**src/rtl/vc_queue_pkg.sv**
```systemverilog
// Shared encodings and sizing helpers for the valid/ready queue family.
// VC_QUEUE_PIPE_EN selects the pipe flavour that lets a dequeue free a full slot for an enqueue in the same cycle.
package vc_queue_pkg;

    typedef enum logic [0:0] {
        QUEUE_TYPE_NORMAL = 1'b0,
        QUEUE_TYPE_PIPE   = 1'b1
    } queue_type_e;

`ifdef VC_QUEUE_PIPE_EN
    localparam queue_type_e QUEUE_TYPE = QUEUE_TYPE_PIPE;
`else
    localparam queue_type_e QUEUE_TYPE = QUEUE_TYPE_NORMAL;
`endif

    // Pointer width never collapses to zero, even for a degenerate depth.
    function automatic int ptr_width(input int num_entries);
        int w;
        w = $clog2(num_entries);
        return (w < 1) ? 1 : w;
    endfunction

    function automatic bit is_pow2(input int n);
        return (n >= 2) && ((n & (n - 1)) == 0);
    endfunction

endpackage

```
**src/rtl/vc_queue_ctrl.sv**
```systemverilog
// Queue control: head/tail pointers and occupancy count; handshakes are combinational on state (and deq_rdy when VC_QUEUE_PIPE_EN).
// Full blocks enq_rdy unless the pipe build lets a same-cycle dequeue free the slot; empty never forwards.
module vc_queue_ctrl
    import vc_queue_pkg::*;
#(
    parameter int p_num_entries = 4,
    parameter int p_ptr_w       = ptr_width(p_num_entries),
    parameter int p_cnt_w       = p_ptr_w + 1
) (
    input  logic               clk,
    input  logic               reset,
    input  logic               enq_val,
    output logic               enq_rdy,
    output logic               deq_val,
    input  logic               deq_rdy,
    output logic               wen,
    output logic [p_ptr_w-1:0] waddr,
    output logic [p_ptr_w-1:0] raddr,
    output logic [p_cnt_w-1:0] num_free_entries
);

    localparam logic [p_cnt_w-1:0] DEPTH = p_cnt_w'(p_num_entries);

    logic [p_ptr_w-1:0] enq_ptr;
    logic [p_ptr_w-1:0] deq_ptr;
    logic [p_cnt_w-1:0] count;

    logic full;
    logic empty;
    logic enq_fire;
    logic deq_fire;

    generate
        if (!is_pow2(p_num_entries)) begin : g_bad_depth
            $error("vc_queue_ctrl: p_num_entries must be a power of two >= 2");
        end
    endgenerate

    assign full  = (count == DEPTH);
    assign empty = (count == '0);

`ifdef VC_QUEUE_PIPE_EN
    // deq_val is necessarily high when full, so deq_rdy alone decides whether a slot opens.
    assign enq_rdy = !reset && (!full || deq_rdy);
`else
    assign enq_rdy = !reset && !full;
`endif
    assign deq_val = !reset && !empty;

    assign enq_fire = enq_val && enq_rdy;
    assign deq_fire = deq_val && deq_rdy;

    assign wen              = enq_fire;
    assign waddr            = enq_ptr;
    assign raddr            = deq_ptr;
    assign num_free_entries = DEPTH - count;

    always_ff @(posedge clk) begin
        if (reset) begin
            enq_ptr <= '0;
            deq_ptr <= '0;
            count   <= '0;
        end else begin
            if (enq_fire) begin
                enq_ptr <= enq_ptr + 1'b1;
            end
            if (deq_fire) begin
                deq_ptr <= deq_ptr + 1'b1;
            end
            if (enq_fire && !deq_fire) begin
                count <= count + 1'b1;
            end else if (deq_fire && !enq_fire) begin
                count <= count - 1'b1;
            end
        end
    end

    a_count_range: assert property (@(posedge clk) disable iff (reset) count <= DEPTH);
    a_no_enq_full: assert property (@(posedge clk) disable iff (reset) (full && !deq_fire) |-> !enq_fire);
    a_no_deq_empty: assert property (@(posedge clk) disable iff (reset) empty |-> !deq_fire);

endmodule

```
**src/rtl/vc_val_rdy_queue.sv**
```systemverilog
// Valid/ready FIFO: register-array storage behind vc_queue_ctrl; 1-cycle minimum enq-to-deq latency, 1 msg/cycle sustained.
// Backpressure via enq_rdy (low when full, unless VC_QUEUE_PIPE_EN and deq_rdy); deq_msg is a pure function of state.
module vc_val_rdy_queue
    import vc_queue_pkg::*;
#(
    parameter int p_nbits       = 32,
    parameter int p_num_entries = 4
) (
    input  logic                             clk,
    input  logic                             reset,
    input  logic                             enq_val,
    output logic                             enq_rdy,
    input  logic [p_nbits-1:0]               enq_msg,
    output logic                             deq_val,
    input  logic                             deq_rdy,
    output logic [p_nbits-1:0]               deq_msg,
    output logic [$clog2(p_num_entries):0]   num_free_entries
);

    localparam int PTR_W = ptr_width(p_num_entries);
    localparam int CNT_W = $clog2(p_num_entries) + 1;

    logic               wen;
    logic [PTR_W-1:0]   waddr;
    logic [PTR_W-1:0]   raddr;
    logic [p_nbits-1:0] storage [p_num_entries];

    vc_queue_ctrl #(
        .p_num_entries (p_num_entries),
        .p_ptr_w       (PTR_W),
        .p_cnt_w       (CNT_W)
    ) u_ctrl (
        .clk              (clk),
        .reset            (reset),
        .enq_val          (enq_val),
        .enq_rdy          (enq_rdy),
        .deq_val          (deq_val),
        .deq_rdy          (deq_rdy),
        .wen              (wen),
        .waddr            (waddr),
        .raddr            (raddr),
        .num_free_entries (num_free_entries)
    );

    // Storage carries no reset: validity is tracked entirely by the control count.
    always_ff @(posedge clk) begin
        if (wen) begin
            storage[waddr] <= enq_msg;
        end
    end

    assign deq_msg = storage[raddr];

endmodule
```
**config.mk**
```make
export PLATFORM = sky130hd
export DESIGN_NAME = vc_val_rdy_queue
export DESIGN_NICKNAME = d
export VERILOG_FILES = /design/src/rtl/vc_queue_pkg.sv /design/src/rtl/vc_queue_ctrl.sv /design/src/rtl/vc_val_rdy_queue.sv
export SDC_FILE = /design/constraint.sdc
export NUM_CORES = 1
export LEC_CHECK = 0
export CAP_MARGIN = 5
export CORE_MARGIN = 8
export CORE_UTILIZATION = 54
export DETAILED_ROUTE_END_ITERATION = 10
export PLACE_DENSITY = 0.79
export SYNTH_ARGS = -nofsm -noshare
export SYNTH_HDL_FRONTEND = slang
export SYNTH_SLANG_ARGS = --single-unit
```
**constraint.sdc**
```tcl
create_clock -name clk -period 2.7 [get_ports clk]
set_input_delay 0.405 -clock clk [delete_from_list [all_inputs] [get_ports clk]]
set_output_delay 0.405 -clock clk [all_outputs]
set_load 0.05 [all_outputs]
```
Word-level counts from Yosys, hierarchy flattened
Memories as Yosys holds them, arrays and structs flattened. A register that Yosys moved wholly into a read port is not among the register bits.
Cells that the tools add are included.
{ "totals": {"register_bits": 7, "ramBits": 128, "inputBits": 36, "output_inout_bits": 37, "elab_cells": 29, "mem_count": 1} }
{ "mem_list": {"columns": ["memory", "words", "width", "rd", "rd_clocked_by_memory_dff", "wr", "line_no", "text"], "rows": [
  ["storage", 4, 32, 1, 1, 1, "vc_val_rdy_queue.sv:26", "logic [p_nbits-1:0] storage [p_num_entries];"]
]} }
{ "op_classes": {"add_sub_neg": 5, "eq_ne": 1, "muxes": 6, "n_reduce_logical": 13} }
{ "ops": {"columns": ["cell", "count"], "rows": [
  ["1-bit logical AND", 6],
  ["3-bit two-way mux", 2],
  ["1-bit logical NOT", 5],
  ["2-bit by 1-bit adder with 2-bit output, second input constant", 2],
  ["2-bit two-way mux", 2],
  ["3-bit by 1-bit adder with 3-bit output, second input constant", 1],
  ["3-bit == test, second input constant", 1],
  ["3-bit logical NOT", 1],
  ["3-bit by 1-bit subtractor with 3-bit output, second input constant", 1],
  ["3-bit subtractor, first input constant", 1],
  ["1-bit two-way mux", 2],
  ["2-bit nonzero test", 1]
]} }

Depth between registers and ports, before layout
{ "logic_depth": {"word_depth": 8, "depth_mapped": 11, "mapped_depth_nobuf": 11} }

Cells and area by module
Synthesis repeated with hierarchy kept, for this count alone.
{ "unflattened": {"hier_cells": 214, "area_unflattened_um2": 5078.6} }
{ "by_module_without_submodules": {"columns": ["module", "instances", "cells_per_inst", "area_per_inst_um2", "seq_area_each_um2"], "rows": [
  ["vc_val_rdy_queue", 1, 171, 4689.5, 3843.7],
  ["vc_queue_ctrl", 1, 43, 389.1, 140.1]
]} }

Least setup slack after synthesis
Ideal clock, no wire load.
{ "synth_path": {"path_type": "flip-flop to flip-flop", "from": "register u_ctrl.count[0]", "to": "register u_ctrl.count[2]", "setup_time_ps": 70, "arrival_time_ps": 2994, "required_time_ps": 2630, "setup_slack_ps": -364, "path_stages_with_launch": 12, "n_path_buf": 0, "period_less_slack_ps": 3064, "path_cell_list": "dfxtp_1 > inv_1 > ha_1 > ha_1 > nor2_1 > and2_1 > ha_1 > inv_1 > fa_1 > xor2_1 > or3_1 > a21oi_1"} }
{ "synth_between": {"elab_chain_cells": 7, "word_cells_on_any_way": 17, "cone_classes": "2 x add/sub; 1 x eq/ne; 2 x mux; 12 x reduce/logical"} }
{ "synth_rtl": {"columns": ["element", "line_no", "text"], "rows": [
  ["from (decl)", "vc_queue_ctrl.sv:26", "logic [p_cnt_w-1:0] count;"],
  ["from (signal assigned)", "vc_queue_ctrl.sv:71", "count <= count + 1'b1;"],
  ["from (signal assigned)", "vc_queue_ctrl.sv:73", "count <= count - 1'b1;"],
  ["3-bit == test *", "vc_queue_ctrl.sv:39", "assign full = (count == DEPTH);"],
  ["1-bit logical NOT *", "vc_queue_ctrl.sv:46", "assign enq_rdy = !reset && !full;"],
  ["1-bit logical AND *", "vc_queue_ctrl.sv:46", null],
  ["named net enq_rdy", "vc_val_rdy_queue.sv:12", "output logic enq_rdy,"],
  ["1-bit logical AND *", "vc_queue_ctrl.sv:50", "assign enq_fire = enq_val && enq_rdy;"],
  ["named net u_ctrl.wen", "vc_queue_ctrl.sv:16", "output logic wen,"],
  ["1-bit logical NOT", "vc_queue_ctrl.sv:72", "end else if (deq_fire && !enq_fire) begin"],
  ["1-bit logical AND", "vc_queue_ctrl.sv:72", null],
  ["2-bit nonzero test (no line)", null, null]
]} }
The timed path passes the listed nets; every way through them passes the cells marked *. The select of a mux whose other input is x is not followed.
A chain may end at the register's enable or synchronous reset.

==> results.yml <==
timing:
  period_minus_slack_ns: 2.599
  fmax_mhz: 384.8
  max_slew_margin_pct: 65.90
  rsz0062_at_grt: "false"
  finClkSkew_ns: 0.008550
  fin_crit_sh_pct: 96.24
  tns_ns: 0
  setup_violations: 0
  slew_viol_final: 0
  hold_viol_final: 0
  tightest_slew_ns: 0.5099
synth:
  mappedNetlistArea_um2: 5167
  seq_area_frac_synth_pct: 77.87
  syn_nets: 267
  synthesis.yosys.warnings: 0
  syn_inst: 222
  synth_seq_cells: 137
  synth_cell_types: 24
  synth_top_area_share_pct: 74.38
  yosysTopAreaCell: "edfxtp_1"
  synth.area.top_cells: "edfxtp_1 74%, mux4_2 13%, dfxtp_1 3.5%"
  synth_area_per_cell_um2: 23.28
route:
  drt_iter0_markers: 97
  drc: 0
  vias_per_cell: 5.414
  wirelength_mm: 9.742
  ant_nets: 0
  routed-via-count: 2469
  dr.pass1.iters: 4
  routedWlPerCell_um: 21.36
global_route:
  track_usage_pct: 15.90
  antenna_found_initial: 0
  grt_max_degree: 33
  first_global_vias: 2651
  grt_pass1_wl_mm: 14.96
  overflow: 0
power_and_ir_drop:
  p_leak_uw: 0.002273
  vdd_drop_max_mv: 0.8215
  internal_power_uw: 4972
  switching_share_pct: 31.50
  pwr-share-clk_pct: 35.2
  powerDensity_nw_per_um2: 1091
  switchingPower_uw: 2286
  pwr-share-seq_pct: 35.3
  pwr-share-comb_pct: 29.4
clock_tree:
  clkLatencyLatePin_ns: 0.51
  cts_sinks: 137
  ctsLongestPathBuffers: 2
  cts.root.buffer_cell: "clkbuf_8"
  cts_hold_buf: 0
  cts.htree.levels: 4
  cts_made_buffers: 17
  cts_tree: "yes"
  cts_setup_buffers: 0
  clk_pin_slew_ns: 0.06
worst_setup_path:
  cp-end-kind: "output port"
  critPathLaunchType: "flop"
  cp_cell_sequence: "mux4_1 -> clkdlybuf4s50_1"
  crit_path_max_incr_delay_ns: 0.73
  crit_path_max_fanout: 3
  cp_slowest_cell: "clkdlybuf4s50_1"
  worstPathArrival_ns: 2.19
  path_class: "reg -> out"
  cp.required_ns: 2.30
floorplan:
  io_pins: 73
  row_count: 35
  core_um2: 9284
  die_w_um: 113.8
  start_util_pct: 55.66
  die_y_um: 113.8
  die_area_um2: 12960
run_status:
  status: "finished clean"
layout:
  drive_above_1_share_pct: 34.25
  nFillCells: 580
  fin_util_pct: 71.67
  syn2layout_area_growth_pct: 28.77
  layout.nets: 360
  n_antenna_cell: 0
placed_design:
  io_buffers: 72
  gp_congestion: 0.6907
  dp_hpwl_mm: 5.869
job:
  max_cap_violations: 0
min_path:
  hold_class: "in -> reg"
[power groups by stage]
stage	combinational [µW]	sequential [µW]	clock, µW
floorplan	1650	2580	0
global placement	2140	2590	0
detailed placement	2160	2610	0
CTS	2170	2570	2600
global route	2250	2580	2690
finish	2140	2560	2560
[registers in the layout, summed over array words and instances (netlist names), named ones only]
signal	cells
storage	128
u_ctrl.count	3
u_ctrl.raddr	2
u_ctrl.waddr	2
[repair_timing]
item,in CTS,in global routing
endpoints found under the setup margin,1,1
resized for setup,1,1
endpoints found under the hold margin,0,0
[per-layer routing]
metal	share of wire, %	GRT usage, %
met5	0	0
met4	1.4	5.856
met3	5.2	5.071
met2	51	26.43
met1	42	19.04
[cells in the final DEF, fill, tap and decap left out, types with 3 or more instances in the layout]
master,n
and3_2,4
buf_4,42
bufinv_16,6
clkbuf_16,16
clkdlybuf4s50_1,38
clkinv_4,5
dfxtp_1,6
dfxtp_2,3
edfxtp_1,128
ha_1,8
inv_1,7
mux4_2,30
nor2_1,8
xor2_1,3
[through the flow]
| stage | total power, µW | cell area, µm² | setup WS [ns] | hold slack [ns] | cells |
|---|---|---|---|---|---|
| floorplan | 4233 | 5175 | 0.09573 | 0.4753 | 222 |
| global placement | 4737 | 5992 | 0.2263 | 0.5053 | 425 |
| detailed placement | 4766 | 5992 | 0.1360 | 0.5356 | 425 |
| CTS | 7329 | 6653 | 0.05687 | 0.5004 | 456 |
| global route | 7522 | 6654 | 0.003285 | 0.5078 | 456 |
| finish | 7258 | 6654 | 0.1014 | 0.5297 | 456 |
[cells in the mapped netlist (all sizes together)]
library cell,number
xor2,3
fa,1
xnor2,2
inv,7
edfxtp,128
or3,1
ha,8
mux4,32
dfxtp,9
nor2,9
o21ai,1
and2,1
clkbuf,1
nand2b,1
nand3b,1
nor2b,2
mux2i,2
and3,4
a21oi,1
buf,8
[final cells by class]
class | count | area (µm²) | area share (%)
Clock buffer | 18 | 417.9 | 6.281
Clock inverter | 13 | 244.0 | 3.667
Inverter | 7 | 26.28 | 0.3949
Sequential cell | 137 | 4028 | 60.53
Multi-Input combinational cell | 69 | 1032 | 15.51
Tap cell | 129 | 161.4 | 2.426
Timing Repair Buffer | 83 | 744.5 | 11.19
[critical path: cells and delay by family (launching register included)]
| kind | cells | cell delay [ns] |
|---|---|---|
| mux | 1 | 0.60 |
| flops | 1 | 0.35 |
| buf+inv | 1 | 0.73 |
[path summary, 6_finish.rpt]
| kind | cells past startpoint | slack, ns | end | startpoint |
|---|---|---|---|---|
| worst max-delay path | 2 | 0.10 | deq_msg[30] | flop |
| worst min-delay path | 1 | 0.53 | storage[3][12] | enq_msg[12] |
| worst max register to register | 11 | 0.21 | u_ctrl.count[2] | u_ctrl.count[0] |
| worst min register to register | 2 | 0.55 | u_ctrl.count[0] | u_ctrl.count[0] |
[logic make-up after synthesis]
kind of cell	Yosys count	share of synthesized area [%]
buffers and inverters	16	2.397
adder cells (fa/ha/maj)	9	2.325
AO/OA/AOI/OAI	2	0.1935
flip-flops	137	77.87
XOR/XNOR	5	0.8476
multiplexers	34	14.48
AND/OR/NAND/NOR	19	1.889
(Power assumes the default switching activity.)
